**config.mk**
```make
export PLATFORM = sky130hd
export DESIGN_NAME = pcm_sync_mux
export DESIGN_NICKNAME = d
export VERILOG_FILES = /design/src/rtl/pcm_pkg.sv /design/src/rtl/pcm_mpx_latch.sv /design/src/rtl/pcm_sync_mux.sv
export SDC_FILE = /design/constraint.sdc
export NUM_CORES = 1
export LEC_CHECK = 0
export CAP_MARGIN = 10
export CORE_MARGIN = 2
export CORE_UTILIZATION = 52
export CTS_CLUSTER_DIAMETER = 80
export DETAILED_ROUTE_END_ITERATION = 7
export MAX_ROUTING_LAYER = met4
export PLACE_DENSITY = 0.82
export SYNTH_ARGS = -nofsm -noshare
export SYNTH_HDL_FRONTEND = slang
export SYNTH_SLANG_ARGS = --single-unit
```
**constraint.sdc**
```tcl
create_clock -name CLK -period 2.1 [get_ports CLK]
set_input_delay 0.42 -clock CLK [delete_from_list [all_inputs] [get_ports CLK]]
set_output_delay 0.42 -clock CLK [all_outputs]
set_load 0.02 [all_outputs]
```
**src/rtl/pcm_pkg.sv**
```systemverilog
// Shared constants and types for the PCM/VROM address demux (pcm_sync_mux).
package pcm_pkg;

    localparam int          PCM_AW_DEF       = 24;
    localparam logic [23:0] PCM_P_OFFSET_DEF = 24'h200000;
    localparam int          CNT_W            = 4;

    typedef enum logic [1:0] {
        IDLE  = 2'd0,
        COUNT = 2'd1,
        HOLD  = 2'd2
    } rd_state_e;

endpackage

```
**src/rtl/pcm_mpx_latch.sv**
```systemverilog
// Synchronises one MPX strobe, detects its edges and latches the two address halves
// from an equally delayed copy of the bus.
module pcm_mpx_latch #(
    parameter int HW          = 10,
    parameter int SYNC_STAGES = 2
) (
    input  logic              clk,
    input  logic              rst_n,
    input  logic              mpx,
    input  logic [HW-1:0]     bus,
    output logic [2*HW-1:0]   lat,
    output logic              hi_done
);

    logic [SYNC_STAGES-1:0]         mpx_sync_q, mpx_sync_d;
    logic [SYNC_STAGES-1:0][HW-1:0] bus_dly_q, bus_dly_d;
    logic                           mpx_prev_q, mpx_prev_d;
    logic [2*HW-1:0]                lat_q, lat_d;
    logic                           hi_done_q, hi_done_d;
    logic                           mpx_s, rise, fall;

    // The bus travels through the same number of flops as the strobe, so the
    // delayed bus value lines up with the cycle in which the edge is seen.
    always_comb begin
        mpx_sync_d = {mpx_sync_q[SYNC_STAGES-2:0], mpx};
        bus_dly_d  = {bus_dly_q[SYNC_STAGES-2:0], bus};
        mpx_s      = mpx_sync_q[SYNC_STAGES-1];
        rise       = mpx_s & ~mpx_prev_q;
        fall       = ~mpx_s & mpx_prev_q;
        mpx_prev_d = mpx_s;
        lat_d      = lat_q;
        if (rise) lat_d[HW-1:0]    = bus_dly_q[SYNC_STAGES-1];
        if (fall) lat_d[2*HW-1:HW] = bus_dly_q[SYNC_STAGES-1];
        hi_done_d  = fall;
    end

    always_ff @(posedge clk or negedge rst_n) begin
        if (!rst_n) begin
            mpx_sync_q <= '0;
            bus_dly_q  <= '0;
            mpx_prev_q <= 1'b0;
            lat_q      <= '0;
            hi_done_q  <= 1'b0;
        end else begin
            mpx_sync_q <= mpx_sync_d;
            bus_dly_q  <= bus_dly_d;
            mpx_prev_q <= mpx_prev_d;
            lat_q      <= lat_d;
            hi_done_q  <= hi_done_d;
        end
    end

    assign lat     = lat_q;
    assign hi_done = hi_done_q;

endmodule

```
**src/rtl/pcm_sync_mux.sv**
```systemverilog
// YM2610 ADPCM-A/B to V-ROM address demux with read-hold data latch.
// Optional PCM_BANK_EN adds a BANK input overriding the top 4 bits of the P address.
module pcm_sync_mux
    import pcm_pkg::*;
#(
    parameter int          AW          = PCM_AW_DEF,
    parameter int          SYNC_STAGES = 2,
    parameter int          HOLD_CYCLES = 5,
    parameter logic [23:0] P_OFFSET    = PCM_P_OFFSET_DEF
) (
    input  logic          CLK,
    input  logic          nRESET,
    input  logic          MODE,
    input  logic          nSDROE,
    input  logic          SDRMPX,
    input  logic [7:0]    SDRAD_I,
    output logic [7:0]    SDRAD_O,
    output logic          SDRAD_OE,
    input  logic [1:0]    SDRA_L,
    input  logic [3:0]    SDRA_U,
    input  logic          nSDPOE,
    input  logic          SDPMPX,
    input  logic [7:0]    SDPAD_I,
    output logic [7:0]    SDPAD_O,
    output logic          SDPAD_OE,
    input  logic [3:0]    SDPA,
`ifdef PCM_BANK_EN
    input  logic [3:0]    BANK,
`endif
    input  logic [7:0]    D,
    output logic [AW-1:0] A,
    output logic          A_VALID
);

    if (AW < 24 || SYNC_STAGES < 2 || HOLD_CYCLES < 1 || HOLD_CYCLES > 15) begin : g_bad_param
        $error("pcm_sync_mux: illegal AW/SYNC_STAGES/HOLD_CYCLES");
    end

    localparam logic [CNT_W-1:0] HOLD_LAST = CNT_W'(HOLD_CYCLES - 1);

    logic [19:0] r_lat;
    logic [23:0] p_lat;
    logic        r_hi_done, p_hi_done;

    pcm_mpx_latch #(.HW(10), .SYNC_STAGES(SYNC_STAGES)) u_r_latch (
        .clk     (CLK),
        .rst_n   (nRESET),
        .mpx     (SDRMPX),
        .bus     ({SDRA_L, SDRAD_I}),
        .lat     (r_lat),
        .hi_done (r_hi_done)
    );

    pcm_mpx_latch #(.HW(12), .SYNC_STAGES(SYNC_STAGES)) u_p_latch (
        .clk     (CLK),
        .rst_n   (nRESET),
        .mpx     (SDPMPX),
        .bus     ({SDPA, SDPAD_I}),
        .lat     (p_lat),
        .hi_done (p_hi_done)
    );

    logic [SYNC_STAGES-1:0] r_oe_sync_q, r_oe_sync_d;
    logic [SYNC_STAGES-1:0] p_oe_sync_q, p_oe_sync_d;
    logic                   r_oe_n_s, p_oe_n_s, sel_p;
    logic                   sel_prev_q, sel_prev_d;
    logic [AW-1:0]          a_q, a_d, p_addr, r_addr;
    logic                   a_valid_q, a_valid_d;
    logic [3:0]             bank_q, bank_d;
    rd_state_e              state_q, state_d;
    logic [CNT_W-1:0]       cnt_q, cnt_d;
    logic [7:0]             dlat_q, dlat_d;

    always_comb begin
        r_oe_sync_d = {r_oe_sync_q[SYNC_STAGES-2:0], nSDROE};
        p_oe_sync_d = {p_oe_sync_q[SYNC_STAGES-2:0], nSDPOE};
        r_oe_n_s    = r_oe_sync_q[SYNC_STAGES-1];
        p_oe_n_s    = p_oe_sync_q[SYNC_STAGES-1];
        sel_p       = ~p_oe_n_s;
        sel_prev_d  = sel_p;

`ifdef PCM_BANK_EN
        bank_d = p_hi_done ? BANK : bank_q;
`else
        bank_d = 4'h0;
`endif
        p_addr        = '0;
        p_addr[23:0]  = p_lat | (MODE ? P_OFFSET : 24'h0);
`ifdef PCM_BANK_EN
        p_addr[AW-1 -: 4] = bank_d;
`endif
        r_addr        = '0;
        r_addr[23:0]  = {SDRA_U, r_lat};
        a_d           = sel_p ? p_addr : r_addr;
        a_valid_d     = (sel_p ? p_hi_done : r_hi_done) | (sel_p != sel_prev_q);
    end

    // Read-hold FSM: P activity pins the counter at 0 so R never latches mid-P-read.
    always_comb begin
        state_d = state_q;
        cnt_d   = cnt_q;
        dlat_d  = dlat_q;
        if (r_oe_n_s) begin
            state_d = IDLE;
            cnt_d   = '0;
        end else begin
            unique case (state_q)
                IDLE: begin
                    if (p_oe_n_s) begin
                        state_d = COUNT;
                        cnt_d   = '0;
                    end
                end
                COUNT: begin
                    if (!p_oe_n_s) begin
                        cnt_d = '0;
                    end else if (cnt_q == HOLD_LAST) begin
                        dlat_d  = D;
                        state_d = HOLD;
                    end else if (cnt_q != '1) begin
                        cnt_d = cnt_q + 1'b1;
                    end
                end
                HOLD: state_d = HOLD;
                default: begin
                    state_d = IDLE;
                    cnt_d   = '0;
                end
            endcase
        end
    end

    always_ff @(posedge CLK or negedge nRESET) begin
        if (!nRESET) begin
            r_oe_sync_q <= '1;
            p_oe_sync_q <= '1;
            sel_prev_q  <= 1'b0;
            a_q         <= '0;
            a_valid_q   <= 1'b0;
            bank_q      <= 4'h0;
            state_q     <= IDLE;
            cnt_q       <= '0;
            dlat_q      <= 8'h00;
        end else begin
            r_oe_sync_q <= r_oe_sync_d;
            p_oe_sync_q <= p_oe_sync_d;
            sel_prev_q  <= sel_prev_d;
            a_q         <= a_d;
            a_valid_q   <= a_valid_d;
            bank_q      <= bank_d;
            state_q     <= state_d;
            cnt_q       <= cnt_d;
            dlat_q      <= dlat_d;
        end
    end

    assign A        = a_q;
    assign A_VALID  = a_valid_q;
    assign SDRAD_O  = (state_q == HOLD) ? dlat_q : D;
    assign SDRAD_OE = ~r_oe_n_s;
    assign SDPAD_OE = ~p_oe_n_s;
    assign SDPAD_O  = D;

endmodule

```
---- Word-level counts from Yosys, hierarchy flattened ----
Cells that the tools add are included.
operators by class
  bitwise gates (word level) .............. 12
  equality and inequality tests ........... 11
  mux-type cells .......................... 15
  $add $sub $neg .......................... 1
  reductions and logical operators ........ 4
operator list
  kind                 number
  $mux 24              1
  $or 24x22->24        1
  $mux 22              1
  $mux 4               5
  $ne 4x4->1 const B   3
  $pmux 4 s3           1
  $ne 3x3->1 const B   3
  $mux 2               4
  $mux 8               1
  $reduce_and 4->1     2
  $not 1->1            6
  $pmux 2 s3           1
  $add 4x1->4 const B  1
  $and 1x1->1          4
  $eq 4x3->1 const B   1
  $reduce_and 3->1     1
  $eq 2x1->1 const B   1
  $eq 2x2->1 const B   1
  $logic_not 2->1      1
  $ne 2x2->1 const B   1
  $mux 1               1
  $ne 1x1->1           1
  $or 1x1->1           1
storage, ports and cells
  word-level logic and storage cells ...... 65
  output and inout port bits .............. 43
  input port bits ......................... 41
  flip-flop bits (word level) ............. 140

---- Depth between registers and ports, before layout ----
  depth after elaboration ................. 6
  gate-level depth with buffers ........... 6
  gate-level depth less buffers ........... 6

---- Modules after synthesis ----
A second synthesis with hierarchy kept.
unflattened totals
  cells, all modules ...................... 291
  area, all modules ....................... 5059.9 um2
modules (own cells, without submodules)
  module                      seq. area each (um2)  area an instance (um2)  instances  cells each
  pcm_sync_mux                1106.1                1961.9                  1          141
  pcm_mpx_latch at u_p_latch  1301.2                1654.1                  1          81
  pcm_mpx_latch at u_r_latch  1101.1                1443.9                  1          69

---- Least setup slack after synthesis ----
Ideal clock, no wire load.
  kind .................................... register -> output
  from .................................... reg state_q[0]
  to ...................................... out SDRAD_O[0]
  path slack .............................. 0.469 ns
  data arrival time ....................... 1.211 ns
  path buffers ............................ 1
  required time ........................... 1.680 ns
  cell stages (with the launch flop) ...... 5
  cell sequence ........................... dfrtp_1 -> inv_1 -> ha_1 -> buf_2 -> mux2_2
on the way
  cells in the longest elaborated chain, start to end .. 2
ends and longest elaborated chain
  what                    line                 source
  from (decl)             pcm_sync_mux.sv:70   rd_state_e state_q, state_d;
  from (signal assigned)  pcm_sync_mux.sv:151  state_q <= state_d;
  $eq 2x2->1              pcm_sync_mux.sv:159  assign SDRAD_O = (state_q == HOLD) ? dlat_q : D;
  $mux 8                  pcm_sync_mux.sv:159
  to (decl)               pcm_sync_mux.sv:17   output logic [7:0] SDRAD_O,
No other way between the ends.

---- Final worst setup path ----
  from .................................... reg state_q[0]
  to ...................................... out SDRAD_O[7]
The elaborated chain is that of the path after synthesis.

==> run metrics <==
Finished Layout Cells 522; failing checks negative setup slack; Post-synth top cells dfrtp_1 (136), mux2_2 (80), buf_4 (10); Peak Freq 0.4681 GHz; Final Cycle Share 1.017; CP Max Fanout 5; VDD IR-drop max 0.7141 mV; Area growth syn-to-layout 35.00%; Routed WL 8.920 mm; Post-DRT Antenna Nets 0; antenna violations before repair 0; normalized max-slew margin 0.7175; Final HPWL DP 5.487 mm; Ys Warns 0; Clock Latency Late Sink 0.51 ns; ANT cells 0; vias in the first global route 2914; top cell type's share of synthesized area 0.6933; final hold viol count 0; path type of the worst setup path reg -> out; most frequent cell after synthesis dfrtp_1; DRT Pass-1 Iters 4; H-Tree Depth 4; CORE AREA 9196 um2; Initial DRC Count 89; Switch Pwr 0.001916 W; FF+latch area 3508 um2; Syn Nets 335; fin area 6626 um2; Comb pwr share 0.180; Die ar. 10230 um2; cell taking the most area after synthesis dfrtp_1; Sequential Power Share 0.422; Initial Util 0.5337; clock transition at the registers of the reported paths 0.06 ns; largest net degree at the start of global routing 46; Main synth FF type dfrtp_1; number of synthesized register bits 140; Post-Place Worst Slack -0.1097 ns; Pleak 2.937 nW; top area cells in the synthesized netlist dfrtp_1 (69%), mux2_2 (18%), dfstp_2 (2.1%), buf_4 (1.5%), ha_1 (1.5%); CTS tree done; Net Sw Frac 0.2598; RR Startpoint state_q[0]$_DFFE_PN0P_; ys async rst share 1.000; Pwr per Cell Area 1113 nW/um2; final core occ 0.7205; DR vias/cell 5.052; Layout Nets 445; number of fill cells 588; max_cap viols 0; crit path buf inv count 3; placed cell area 5907 um2; final setup margin -0.03623 ns; Slowest cell on crit path dfrtp_1; fraction of layout cells with a size suffix above 1 0.3796; min-delay src nSDPOE; GRT Total Usage 0.2012; Ports 84; CP cell instances inv_2 > ha_4 > buf_12 > mux2_4 > buf_6; clock power share 0.398; first-pass GRT wire length 14.55 mm; residual DRC count 0; IO Port Bufs 83; CP startpoint kind flip-flop; endpoint class of the critical path output port; Via Count 2637; Syn Inst Count 288; hold crit path type in -> reg; setup violators final 8; root buffer cell clkbuf_8; Sink Count 140; worst slew pin tran 0.4238 ns; FP Rows 35; EDFF count, synth 0; final period demand of the worst path 2.136 ns; routed len/inst 17.09 um; Critical Path RT 1.68 ns; area taken by multi-input logic gates 1315 um2; delay-heaviest family, CP flip-flops; RSZ-0062 raised after global routing yes; post-synth cell types 27; clock skew after layout 0.006169 ns; Routability Congestion 0.7386; syn avg cell area 17.04 um2; Final Max Tran Viols 0; gr ovfl total 0; status finished with violations; crit path from state_q[0]$_DFFE_PN0P_; WP data arrival 1.72 ns; CP peak stage delay 0.39 ns; Int Pwr 0.005458 W; Placed Cells 482; mapped cell area 4908 um2; CTS Buffer Depth 2; Die Height 101.2 um; Seq/Total Area, Yosys 0.7148; chip width 101.2 um; Num CTS Buffers 17
## metrics by stage
stage	TNS, ns	hold WS (ns)	power, W
after floorplan	0	0.1244	0.003745
after global placement	-0.5457	0.3321	0.004240
after detailed placement	-0.7462	0.3347	0.004290
after CTS	-0.2179	0.2877	0.007378
after global routing	-0.7542	0.2927	0.007692
final	-0.2380	0.3124	0.007374
## cell usage in the layout, fill, tap and decap left out, types with 5 or more instances in the layout
| cell | synthesis | layout |
|---|---|---|
| ha_1 | 6 | 5 |
| inv_6 | 0 | 6 |
| buf_4 | 10 | 20 |
| buf_6 | 0 | 10 |
| mux2_4 | 0 | 8 |
| mux2_1 | 5 | 5 |
| dfrtp_1 | 136 | 136 |
| mux2_2 | 80 | 72 |
| nor2_1 | 6 | 6 |
| clkbuf_16 | 0 | 16 |
| nor2b_1 | 5 | 5 |
| clkdlybuf4s50_1 | 0 | 72 |
## registers in the layout (all words and copies together) (netlist names)
| name | count |
|---|---|
| A_VALID | 1 |
| u_p_latch.mpx_prev_q | 1 |
| u_r_latch.mpx_prev_q | 1 |
| p_oe_sync_q | 2 |
| state_q | 2 |
| u_r_latch.bus_dly_d | 10 |
| dlat_q | 8 |
| u_r_latch.hi_done | 1 |
| u_p_latch.bus_dly_q | 12 |
| u_r_latch.lat | 20 |
| u_r_latch.bus_dly_q | 10 |
| A | 24 |
| cnt_q | 4 |
| u_r_latch.mpx_sync_q | 2 |
| u_p_latch.hi_done | 1 |
| u_p_latch.mpx_sync_q | 2 |
| u_p_latch.lat | 24 |
| sel_prev_q | 1 |
| r_oe_sync_q | 2 |
| u_p_latch.bus_dly_d | 12 |
## worst register-to-register path, stage by stage, from the launching register on
cell and delay (ns):
dfrtp_1 0.37, inv_2 0.07, buf_4 0.14, buf_4 0.12, buf_4 0.13, ha_1 0.21, nor2b_1 0.14, o21ai_2 0.21
o21ai_0 0.18, mux2_2 0.30
## final timing paths
check                                               endpoint  depth (start not counted)  slack [ns]
min in group asynchronous                    A[21]$_DFF_PN0_                          2        0.38
min reg2reg                u_r_latch.mpx_sync_q[1]$_DFF_PN0_                          0        0.35
min                                 p_oe_sync_q[0]$_DFF_PN1_                          1        0.31
max in group asynchronous  u_p_latch.bus_dly_q[18]$_DFF_PN0_                          3        1.03
max                                               SDRAD_O[7]                          5       -0.04
max reg2reg                             cnt_q[0]$_DFFE_PN0P_                          9        0.13
## what timing repair did
item | in CTS | in global routing
endpoints found under the setup margin | 10 | 8
pin swaps | 1 | 0
hold buffers | 1 | 0
endpoints found under the hold margin | 41 | 0
gates resized for setup | 56 | 7
buffers inserted | 5 | 2
## metal layers
layer / GRT usage / share of wire / up-vias
li1: - / - / 1207
met1: 0.2365 / 0.41 / 1348
met2: 0.3271 / 0.53 / 67
met3: 0.06487 / 0.045 / 15
met4: 0.07277 / 0.015 / 0
met5: - / 0 / -
## power by group through the flow
stage	clock network (W)	logic (W)	registers, W
4_1_cts	0.00300	0.00127	0.00311
5_1_grt	0.00313	0.00142	0.00314
3_5_place_dp	0	0.00114	0.00315
3_3_place_gp	0	0.00111	0.00313
6_report	0.00294	0.00132	0.00311
2_1_floorplan	0	0.000529	0.00322
## logic make-up (layout without fill, tap and decap cells)
logic type                 after synthesis  after routing  synth area share
and+or+nand+nor                         23             23           0.03135
AOI/OAI and AO/OA                       10             10           0.01351
DFF                                    140            140            0.7148
adders and majority gates                6              6           0.01529
buffers and inverters                   22            145           0.02600
muxes                                   87             87            0.1991
## layout make-up
type / instances / area share
Sequential cell: 140 / 0.5295
Tap cell: 111 / 0.02096
Timing Repair Buffer: 107 / 0.1586
Clock inverter: 15 / 0.02662
Clock buffer: 17 / 0.06250
Multi-Input combinational cell: 126 / 0.1985
Inverter: 6 / 0.003399
Power figures use the tool's default switching activity.
==> edit (same flow settings) <==
Register the input `SDRA_L` before use, with the module's reset. The logic sees it one clock later. The other inputs are not delayed to match.
--- a/src/rtl/pcm_sync_mux.sv
+++ b/src/rtl/pcm_sync_mux.sv
@@ -32,6 +32,16 @@
     output logic          A_VALID
 );
 
+    logic [1:0] SDRA_L_q;
+
+    always_ff @(posedge CLK or negedge nRESET) begin
+        if (!nRESET) begin
+            SDRA_L_q <= '0;
+        end else begin
+            SDRA_L_q <= SDRA_L;
+        end
+    end
+
     if (AW < 24 || SYNC_STAGES < 2 || HOLD_CYCLES < 1 || HOLD_CYCLES > 15) begin : g_bad_param
         $error("pcm_sync_mux: illegal AW/SYNC_STAGES/HOLD_CYCLES");
     end
@@ -46,7 +56,7 @@
         .clk     (CLK),
         .rst_n   (nRESET),
         .mpx     (SDRMPX),
-        .bus     ({SDRA_L, SDRAD_I}),
+        .bus     ({SDRA_L_q, SDRAD_I}),
         .lat     (r_lat),
         .hi_done (r_hi_done)
     );
Function: changed (Yosys sat finds a counterexample within 10 cycles, from zero or initial values and one cycle with nRESET low).
==> edit against the unedited design <==
The flow still finishes with violations (negative setup slack). Total power is 0.91% lower. Synthesized area is 0.84% higher. Worst setup slack improved by 0.033 ns. Final area increased by 0.30%. Wire length up 0.98%. Synthesized cell count up 0.69%. Sequential cell count grew 2. Critical endpoint is now SDRAD_O[3]. Highest routed layer unchanged.
==> edit: results (changes against the unedited design) <==
Synth
  • Net count after synthesis: 337 (was 335)
  • Biggest area contributors in the synthesized netlist: sky130_fd_sc_hd__dfrtp_1 (70%), sky130_fd_sc_hd__mux2_2 (19%), sky130_fd_sc_hd__dfstp_2 (2.1%) (was sky130_fd_sc_hd__dfrtp_1 (69%), sky130_fd_sc_hd__mux2_2 (18%), sky130_fd_sc_hd__dfstp_2 (2.1%))
  • Multiplexer share of the synthesized area: 0.197 (was 0.199)
  • Ranking of synthesized cells by instance count: sky130_fd_sc_hd__dfrtp_1 (138), sky130_fd_sc_hd__mux2_2 (84), sky130_fd_sc_hd__buf_4 (10) (was sky130_fd_sc_hd__dfrtp_1 (136), sky130_fd_sc_hd__mux2_2 (80), sky130_fd_sc_hd__buf_4 (10))
  • Synthesized-area fraction occupied by adder cells: 0.0152 (was 0.0153)
  • Sequential element share of the synthesized area: 0.719 (was 0.715)

Worst setup path
  • Arrival time reported for the critical path endpoint: 1.68 ns (was 1.72 ns)
  • Depth of the worst register-to-register path: 8 (was 9)
  • Destination of the critical timing path: SDRAD_O[3] (was SDRAD_O[7])
  • Worst R2R Setup Slack: 0.23 ns (was 0.13 ns)

GRT
  • Pin count of the biggest net entering global routing: 59 (was 46)
  • First-pass GRT wire length: 14400 um (was 14500 um)
  • Met2 usage in global routing: 0.333 (was 0.327)
  • Met3 Usage GRT: 0.0669 (was 0.0649)
  • Met1 routing resource usage after global routing: 0.217 (was 0.237)

Status
  • Run status: complete, but fails checks (unchanged)
  • Failing checks: negative setup slack (unchanged)

Power and ir drop
  • Flop+latch power: 3.15 mW (was 3.11 mW)
  • Static Leakage: 2.90 nW (was 2.94 nW)
  • Pint: 5.50 mW (was 5.46 mW)
  • Share of power burned in the clock network: 0.393 (was 0.398)

Cells and area
  • Buffers outside the clock class: 101 (was 107)
  • Number of clock buffer instances in the layout: 20 (was 17)
  • Layout cell share with drive strength beyond 1: 0.372 (was 0.380)
  • Fillers: 577 (was 588)
  • Final-layout non-clock buffer area share: 0.153 (was 0.159)
  • Layout net count: 441 (was 445)

Detailed routing
  • Final wirelength: 9010 um (was 8920 um)
  • Met3 Wirelength: 374 um (was 399 um)
  • Length of routed wiring on met1: 3490 um (was 3690 um)

Clocking
  • Total of cells resized after clock tree synthesis: 49 (was 56)

STA
  • Crit path setup slack, layout: -0.00275 ns (was -0.0362 ns)
  • Setup_tns: -0.00329 ns (was -0.238 ns)
  • Final setup fails: 2 (was 8)
  • Max transition margin: 0.739 (was 0.717)
  • Setup Skew: 0.00622 ns (was 0.00617 ns)
  • Hold slack: 0.312 ns (about the same)

Placement
  • RD Place Congestion: 0.746 (was 0.739)
  • Post-detail-place hpwl: 5620 um (was 5490 um)
edit: cell types whose count changed in the layout (fill, tap and decap cells not counted), sizes merged, moves of 2 or more:
cell,unedited run,this run
dfrtp,136,138
clkbuf,17,20
buf,32,26
and3,2,0
inv,15,9
clkinvlp,1,4
edit: worst register-to-register path: cells and delay by family (launching register included):
kind	cells	cell delay, ns
multiplexers	1	0.30
flip-flops	1	0.36
buffers and inverters	3	0.31
AO/OA/AOI/OAI	2	0.45
AND/OR/NAND/NOR	1	0.13
adder cells (fa/ha/maj)	1	0.20
edit: stage by stage:
| stage | instance area (um2) | setup WS (ns) | std cells | total power, mW |
|---|---|---|---|---|
| finish | 6650 | -0.00275 | 535 | 7.31 |
| global route | 6650 | -0.0538 | 535 | 7.62 |
| CTS | 6600 | -0.0525 | 535 | 7.34 |
| detailed placement | 5950 | -0.0901 | 498 | 4.34 |
| global placement | 5950 | -0.0367 | 498 | 4.28 |
| floorplan | 4950 | 0.452 | 290 | 3.79 |
